## src/rtl/pipeline_stage_regs.sv

```systemverilog
// Pipeline register chain F/D -> D/E -> E/M -> M/W with per-instruction control fields,
// plus retire/stall/flush event counters for performance monitoring.

package pipeline_stage_regs_pkg;
    typedef enum logic [1:0] {
        RESULT_SRC_ALU = 2'd0,
        RESULT_SRC_MEM = 2'd1,
        RESULT_SRC_PC4 = 2'd2
    } result_src_t;
endpackage

module pipeline_stage_regs
    import pipeline_stage_regs_pkg::*;
#(
    parameter int unsigned XLEN      = 32,
    parameter int unsigned COUNT_W   = 32,
    parameter logic [31:0] NOP_INSTR = 32'h0000_0013
) (
    input  logic               clk,
    input  logic               reset,
    input  logic [31:0]        f_instr,
    input  logic [XLEN-1:0]    f_pc,
    input  logic               f_valid,
    input  logic               d_stall,
    input  logic               d_flush,
    input  logic               e_flush,
    input  logic               d_reg_write,
    input  result_src_t        d_result_src,
    output logic [31:0]        d_instr,
    output logic [XLEN-1:0]    d_pc,
    output logic [4:0]         d_rs1,
    output logic [4:0]         d_rs2,
    output logic [4:0]         e_rs1,
    output logic [4:0]         e_rs2,
    output logic [4:0]         e_rd,
    output logic [XLEN-1:0]    e_pc,
    output logic               e_reg_write,
    output result_src_t        e_result_src,
    output logic [4:0]         m_rd,
    output logic [4:0]         w_rd,
    output logic               m_reg_write,
    output logic               w_reg_write,
    output result_src_t        m_result_src,
    output result_src_t        w_result_src,
    output logic               w_valid,
    output logic [COUNT_W-1:0] instret_count,
    output logic [COUNT_W-1:0] stall_count,
    output logic [COUNT_W-1:0] flush_count
);

    logic d_valid;
    logic e_valid;
    logic m_valid;

    logic [31:0]      fd_instr_d;
    logic [XLEN-1:0]  fd_pc_d;
    logic             fd_valid_d;

    logic [4:0]       de_rs1_d;
    logic [4:0]       de_rs2_d;
    logic [4:0]       de_rd_d;
    logic [XLEN-1:0]  de_pc_d;
    logic             de_reg_write_d;
    result_src_t      de_result_src_d;
    logic             de_valid_d;

    logic [COUNT_W-1:0] instret_d;
    logic [COUNT_W-1:0] stall_d;
    logic [COUNT_W-1:0] flush_d;

    // Decoder-facing register indices are slices of the registered instruction.
    assign d_rs1 = d_instr[19:15];
    assign d_rs2 = d_instr[24:20];

    // F/D next state: flush beats stall, stall holds, otherwise take the fetched word.
    always_comb begin
        fd_instr_d = d_instr;
        fd_pc_d    = d_pc;
        fd_valid_d = d_valid;
        if (d_flush) begin
            fd_instr_d = NOP_INSTR;
            fd_pc_d    = '0;
            fd_valid_d = 1'b0;
        end else if (!d_stall) begin
            fd_instr_d = f_instr;
            fd_pc_d    = f_pc;
            fd_valid_d = f_valid;
        end
    end

    // F/D register.
    always_ff @(posedge clk) begin
        if (reset) begin
            d_instr <= NOP_INSTR;
            d_pc    <= '0;
            d_valid <= 1'b0;
        end else begin
            d_instr <= fd_instr_d;
            d_pc    <= fd_pc_d;
            d_valid <= fd_valid_d;
        end
    end

    // D/E next state: no stall input; a flush inserts a bubble with ALU result source so
    // it can never match a load-use compare.
    always_comb begin
        de_rs1_d        = d_rs1;
        de_rs2_d        = d_rs2;
        de_rd_d         = d_instr[11:7];
        de_pc_d         = d_pc;
        de_reg_write_d  = d_reg_write;
        de_result_src_d = d_result_src;
        de_valid_d      = d_valid;
        if (e_flush) begin
            de_rs1_d        = '0;
            de_rs2_d        = '0;
            de_rd_d         = '0;
            de_pc_d         = '0;
            de_reg_write_d  = 1'b0;
            de_result_src_d = RESULT_SRC_ALU;
            de_valid_d      = 1'b0;
        end
    end

    // D/E register.
    always_ff @(posedge clk) begin
        if (reset) begin
            e_rs1        <= '0;
            e_rs2        <= '0;
            e_rd         <= '0;
            e_pc         <= '0;
            e_reg_write  <= 1'b0;
            e_result_src <= RESULT_SRC_ALU;
            e_valid      <= 1'b0;
        end else begin
            e_rs1        <= de_rs1_d;
            e_rs2        <= de_rs2_d;
            e_rd         <= de_rd_d;
            e_pc         <= de_pc_d;
            e_reg_write  <= de_reg_write_d;
            e_result_src <= de_result_src_d;
            e_valid      <= de_valid_d;
        end
    end

    // E/M and M/W registers always advance. rd=x0 keeps its reg_write; x0 is masked downstream.
    always_ff @(posedge clk) begin
        if (reset) begin
            m_rd         <= '0;
            m_reg_write  <= 1'b0;
            m_result_src <= RESULT_SRC_ALU;
            m_valid      <= 1'b0;
            w_rd         <= '0;
            w_reg_write  <= 1'b0;
            w_result_src <= RESULT_SRC_ALU;
            w_valid      <= 1'b0;
        end else begin
            m_rd         <= e_rd;
            m_reg_write  <= e_reg_write;
            m_result_src <= e_result_src;
            m_valid      <= e_valid;
            w_rd         <= m_rd;
            w_reg_write  <= m_reg_write;
            w_result_src <= m_result_src;
            w_valid      <= m_valid;
        end
    end

    // Event counter next state; all wrap modulo 2^COUNT_W.
    always_comb begin
        instret_d = instret_count;
        stall_d   = stall_count;
        flush_d   = flush_count;
        if (w_valid) begin
            instret_d = instret_count + COUNT_W'(1);
        end
        if (d_stall && !d_flush) begin
            stall_d = stall_count + COUNT_W'(1);
        end
        if (d_flush) begin
            flush_d = flush_count + COUNT_W'(1);
        end
    end

    // Event counter registers.
    always_ff @(posedge clk) begin
        if (reset) begin
            instret_count <= '0;
            stall_count   <= '0;
            flush_count   <= '0;
        end else begin
            instret_count <= instret_d;
            stall_count   <= stall_d;
            flush_count   <= flush_d;
        end
    end

endmodule

```

## config.mk

```make
export PLATFORM = sky130hd
export DESIGN_NAME = pipeline_stage_regs
export DESIGN_NICKNAME = d
export VERILOG_FILES = /design/src/rtl/pipeline_stage_regs.sv
export SDC_FILE = /design/constraint.sdc
export NUM_CORES = 1
export LEC_CHECK = 0
export BUFFER_PORTS_ARGS = -buffer_cell sky130_fd_sc_hd__buf_2
export CORE_MARGIN = 5
export CORE_UTILIZATION = 51
export CTS_BUF_LIST = sky130_fd_sc_hd__clkbuf_8
export CTS_CLUSTER_DIAMETER = 40
export CTS_CLUSTER_SIZE = 12
export DETAILED_ROUTE_END_ITERATION = 8
export PLACE_DENSITY = 0.86
export REMOVE_ABC_BUFFERS = 1
export SKIP_CTS_REPAIR_TIMING = 1
export SYNTH_ARGS = -nofsm -noshare
export SYNTH_HDL_FRONTEND = slang
export SYNTH_SLANG_ARGS = --single-unit
```

## constraint.sdc

```tcl
create_clock -name clk -period 2.4 [get_ports clk]
set_clock_uncertainty 0.15 [all_clocks]
set_input_delay 0.12 -clock clk [delete_from_list [all_inputs] [get_ports clk]]
set_output_delay 0.12 -clock clk [all_outputs]
set_load 0.005 [all_outputs]
```

# ---- Word level (Yosys, flattened, before mapping)
# Cells that the tools add are included.
dict set report classes {
  add_sub_neg 3
  n_mul 0
  n_div 0
  order_cmp 0
  n_eq_ne 0
  n_shift 0
  mux 0
  n_bitwise 0
  n_reduce_logical 4
}
# op count
set ops {}
lappend ops {{adder 32 x 1 -> 32 bit, second input constant} 3}
lappend ops {{OR reduction 2 bit} 2}
lappend ops {{logical AND 1 bit} 1}
lappend ops {{logical NOT 1 bit} 1}
dict set report totals {
  reg_bits 230
  latchBits 0
  ramBits 0
  rom_bits 0
  mem_count 0
}

# ---- Depth between registers and ports, before layout
dict set report depth {
  ltp_word 2
  ltp_mapped 8
  ltp_nobuf 5
}

# ---- Worst setup path after synthesis
# OpenSTA, ideal clock, no wires.
dict set report synth_timing {
  path_type {register to register}
  from {reg instret_count[0]}
  to {reg instret_count[30]}
  setup_ns 0.070
  t_arrival_ns 1.970
  setup_slack_ns 0.210
  path_stages_with_launch 7
  period_less_slack_ns 2.190
  cell_sequence {dfxtp_1 > ha_1 > nand3_2 > or4_1 > buf_2 > or4_1 > a21oi_1}
}
dict set report synth_between {
  elab_chain_len 1
}
# element line_no
set synth_rtl {}
lappend synth_rtl {{start: declaration} 46} ;# output logic [COUNT_W-1:0] instret_count,
lappend synth_rtl {{start signal: assignment} 192} ;# instret_count <= instret_d;
lappend synth_rtl {{adder 32 x 1 -> 32 bit} 175} ;# instret_d = instret_count + COUNT_W'(1);
# Every way passes these cells.
# A chain may end at the register's enable or synchronous reset.

# ---- Final worst setup path
dict set report layout_timing {
  from {reg flush_count[0]}
  to {reg flush_count[30]}
}
dict set report layout_between {
  elab_chain_len 1
}
# element line_no
set layout_rtl {}
lappend layout_rtl {{start: declaration} 48} ;# output logic [COUNT_W-1:0] flush_count
lappend layout_rtl {{start signal: assignment} 194} ;# flush_count <= flush_d;
lappend layout_rtl {{adder 32 x 1 -> 32 bit} 181} ;# flush_d = flush_count + COUNT_W'(1);
# Every way passes these cells.

==> impl_metrics.yaml <==
sta:
  finalSetupTns_ns: 0
  hold_viol: 0
  post-route-min-period_ns: 2.21
  relSlewSlack: 0.676
  worst_slack_ns: 0.186
  hold_ws_ns: 0.0609
  tightest_slew_ns: 0.486
  drv_slew: 0
  setup_viol: 0
  min_period_over_period: 0.922
  fmax_ghz: 0.452
  rsz0062_at_grt: "false"
die:
  die_h_um: 140
  die_area_mm2: 0.0195
  initial_core_util: 0.518
  ios: 310
  std_cell_rows: 47
  die-width_um: 140
  core_area_mm2: 0.0166
clocking:
  clockRootBuffer: "clkbuf_8"
  tritoncts: "yes"
  clock_sinks: 230
  clockBufferDepth: 3
  htreeDepth: 1
  cts_buffers: 31
  clock_latency_ns: 0.56
  worst_setup_hold_path_clk_slew_ns: 0.08
placed_design:
  numPortBuffers: 309
  place_inst: 1375
  dp_hpwl_um: 16400
  place_congestion: 0.835
  dp_slack_ns: -0.0174
routing:
  antenna_left: 0
  num_vias: 8264
  avgViaCountPerCell: 5.48
  drc: 0
  drt_iter0_drc: 440
  post_drt_wl_per_cell_um: 17.9
  routed_wl_um: 27000
  dr.pass1.iters: 5
power:
  p_clk_frac: 0.428
  pwr-share-seq: 0.511
  worst_ir_drop_vdd_uv: 587
  power.switching_mw: 1.87
  p_per_area_mw_per_mm2: 650
  p_int_mw: 5.80
  combPwrFrac: 0.061
  switching_share: 0.244
  p_leak_nw: 5.30
critical_path:
  cp.arrival_ns: 2.54
  crit_chain: "ha_1 -> nand3_1 -> or4_4 -> or4_1 -> a21oi_1"
  timing.critical_path.from: "flush_count[0]"
  start_kind: "register"
  endpoint_kind: "register"
  slowest_delay_ns: 0.67
  required_ns: 2.73
  rr_endpoint: "flush_count[30]"
  reg2regPathDepth: 5
  path_max_fanout: 17
  r2r-start: "flush_count[0]"
  cp_slowest_cell: "or4_4"
  r2r_slack_ns: 0.19
  critical_path_class: "register to register"
hold_path:
  hold_path.class: "primary input to register"
  min_path_cells: 4
  hp-start: "d_stall"
  hold-path-endpoint: "d_pc[8]"
global_routing:
  antenna_found_initial: 2
  grt_pass1_wl_um: 37100
  grt_max_degree: 93
  grt_overflow: 0
  grt_usage: 0.224
  grt_pass1_vias: 7471
synthesis:
  synth_top_area_cell: "dfxtp_1"
  synth_top_area_frac: 0.536
  netlist_area_mm2: 0.00859
  ys_warn_count: 0
  yosys_most_used_dff: "dfxtp_1"
  synth-seq-cells: 230
  synth.distinct_cells: 32
  synth_area_leaders: "dfxtp_1, mux2i_1, nor2_1"
  synth_edf_count: 0
  synthCells: 888
  async_reset_ff_frac: 0
  synth.most_common_cell: "dfxtp_1"
  netlist_top_cells_count: "dfxtp_1, nor2_1, mux2i_1"
  avgSynthCellArea_um2: 9.68
  seq_area_frac_synth: 0.536
layout:
  utilization: 0.711
  instances_no_fill: 1508
  area_delta_synth_final_pct: 37.3
  nets: 1341
  drive_gt1_frac: 0.307
job:
  maxCapViolCount: 0
run_status:
  status: "finished, final reports clean"
-- cell type report --
type / instances / area, um2
fill: 1158 / 4790
sequential: 230 / 4600
multi-input combinational: 579 / 3640
timing repair buffer: 408 / 2520
clock buffer: 34 / 468
tap: 220 / 275
clock inverter: 20 / 223
inverter: 15 / 56.3
antenna: 2 / 5.00
-- cell families after synthesis --
group | share of synthesized area
AOI/OAI and AO/OA | 0.0827
xor gates and xnor gates | 0.0296
adders and majority gates | 0.00437
buffers and inverters | 0.0425
DFF | 0.536
muxes | 0.0805
and+or+nand+nor | 0.225
-- critical path, delay by kind of cell, from the launching register on --
family / cells / cell delay, ns
and+or+nand+nor: 3 / 1.23
DFF: 1 / 0.40
adders and majority gates: 1 / 0.21
AOI/OAI and AO/OA: 1 / 0.16
-- layout by cell type (no fill, tap or decap), drive strengths merged, types with 5 or more instances in the layout --
| cell type | instances |
|---|---|
| a21oi | 63 |
| and2 | 53 |
| and4 | 10 |
| buf | 331 |
| clkbuf | 34 |
| clkinv | 6 |
| clkinvlp | 8 |
| dfxtp | 230 |
| dlygate4sd3 | 77 |
| inv | 18 |
| mux2i | 68 |
| nand2 | 33 |
| nand3 | 31 |
| nand4 | 23 |
| nor2 | 97 |
| nor2b | 20 |
| nor3 | 5 |
| nor4 | 6 |
| o21ai | 31 |
| o31ai | 32 |
| or3 | 31 |
| or4 | 38 |
| xnor2 | 16 |
| xor2 | 13 |
-- through the flow --
stage	cell area, um2	total power [mW]
after floorplan	8280	4.11
after global placement	10300	4.33
after detailed placement	10300	4.34
after CTS	11000	7.55
after global routing	11800	7.92
final	11800	7.67
-- flip-flops by register name, indices dropped and copies added, names as in the netlist, 32 cells and up --
name / count
instret_count: 32
d_instr: 32
e_pc: 32
d_pc: 32
flush_count: 32
stall_count: 32
-- worst max-delay path by stage --
stage                         to  slack, ns  cells past startpoint
3_3_place_gp   instret_count[14]       0.04                      6
3_5_place_dp   instret_count[14]      -0.02                      6
4_1_cts        instret_count[14]      -0.04                      6
6_report         flush_count[30]       0.19                      5
5_1_grt          flush_count[30]       0.03                      5
2_1_floorplan  instret_count[26]       0.07                      5
-- layer usage --
| layer | global-route usage | vias to the layer above | wire length [um] |
|---|---|---|---|
| met5 | 0 | - | 0 |
| met4 | 0.0699 | 0 | 799 |
| met3 | 0.0717 | 61 | 2500 |
| met2 | 0.394 | 398 | 13800 |
| met1 | 0.259 | 3949 | 9880 |
| li1 | - | 3856 | - |
-- power by group through the flow --
stage	Combinational, mW	Sequential [mW]	Clock (mW)
floorplan	0.117	4.00	0
finish	0.471	3.92	3.28
detailed placement	0.348	4.00	0
CTS	0.350	3.91	3.29
global route	0.501	3.92	3.50
global placement	0.341	3.99	0
Note: power is estimated with default switching activity, not from simulation.
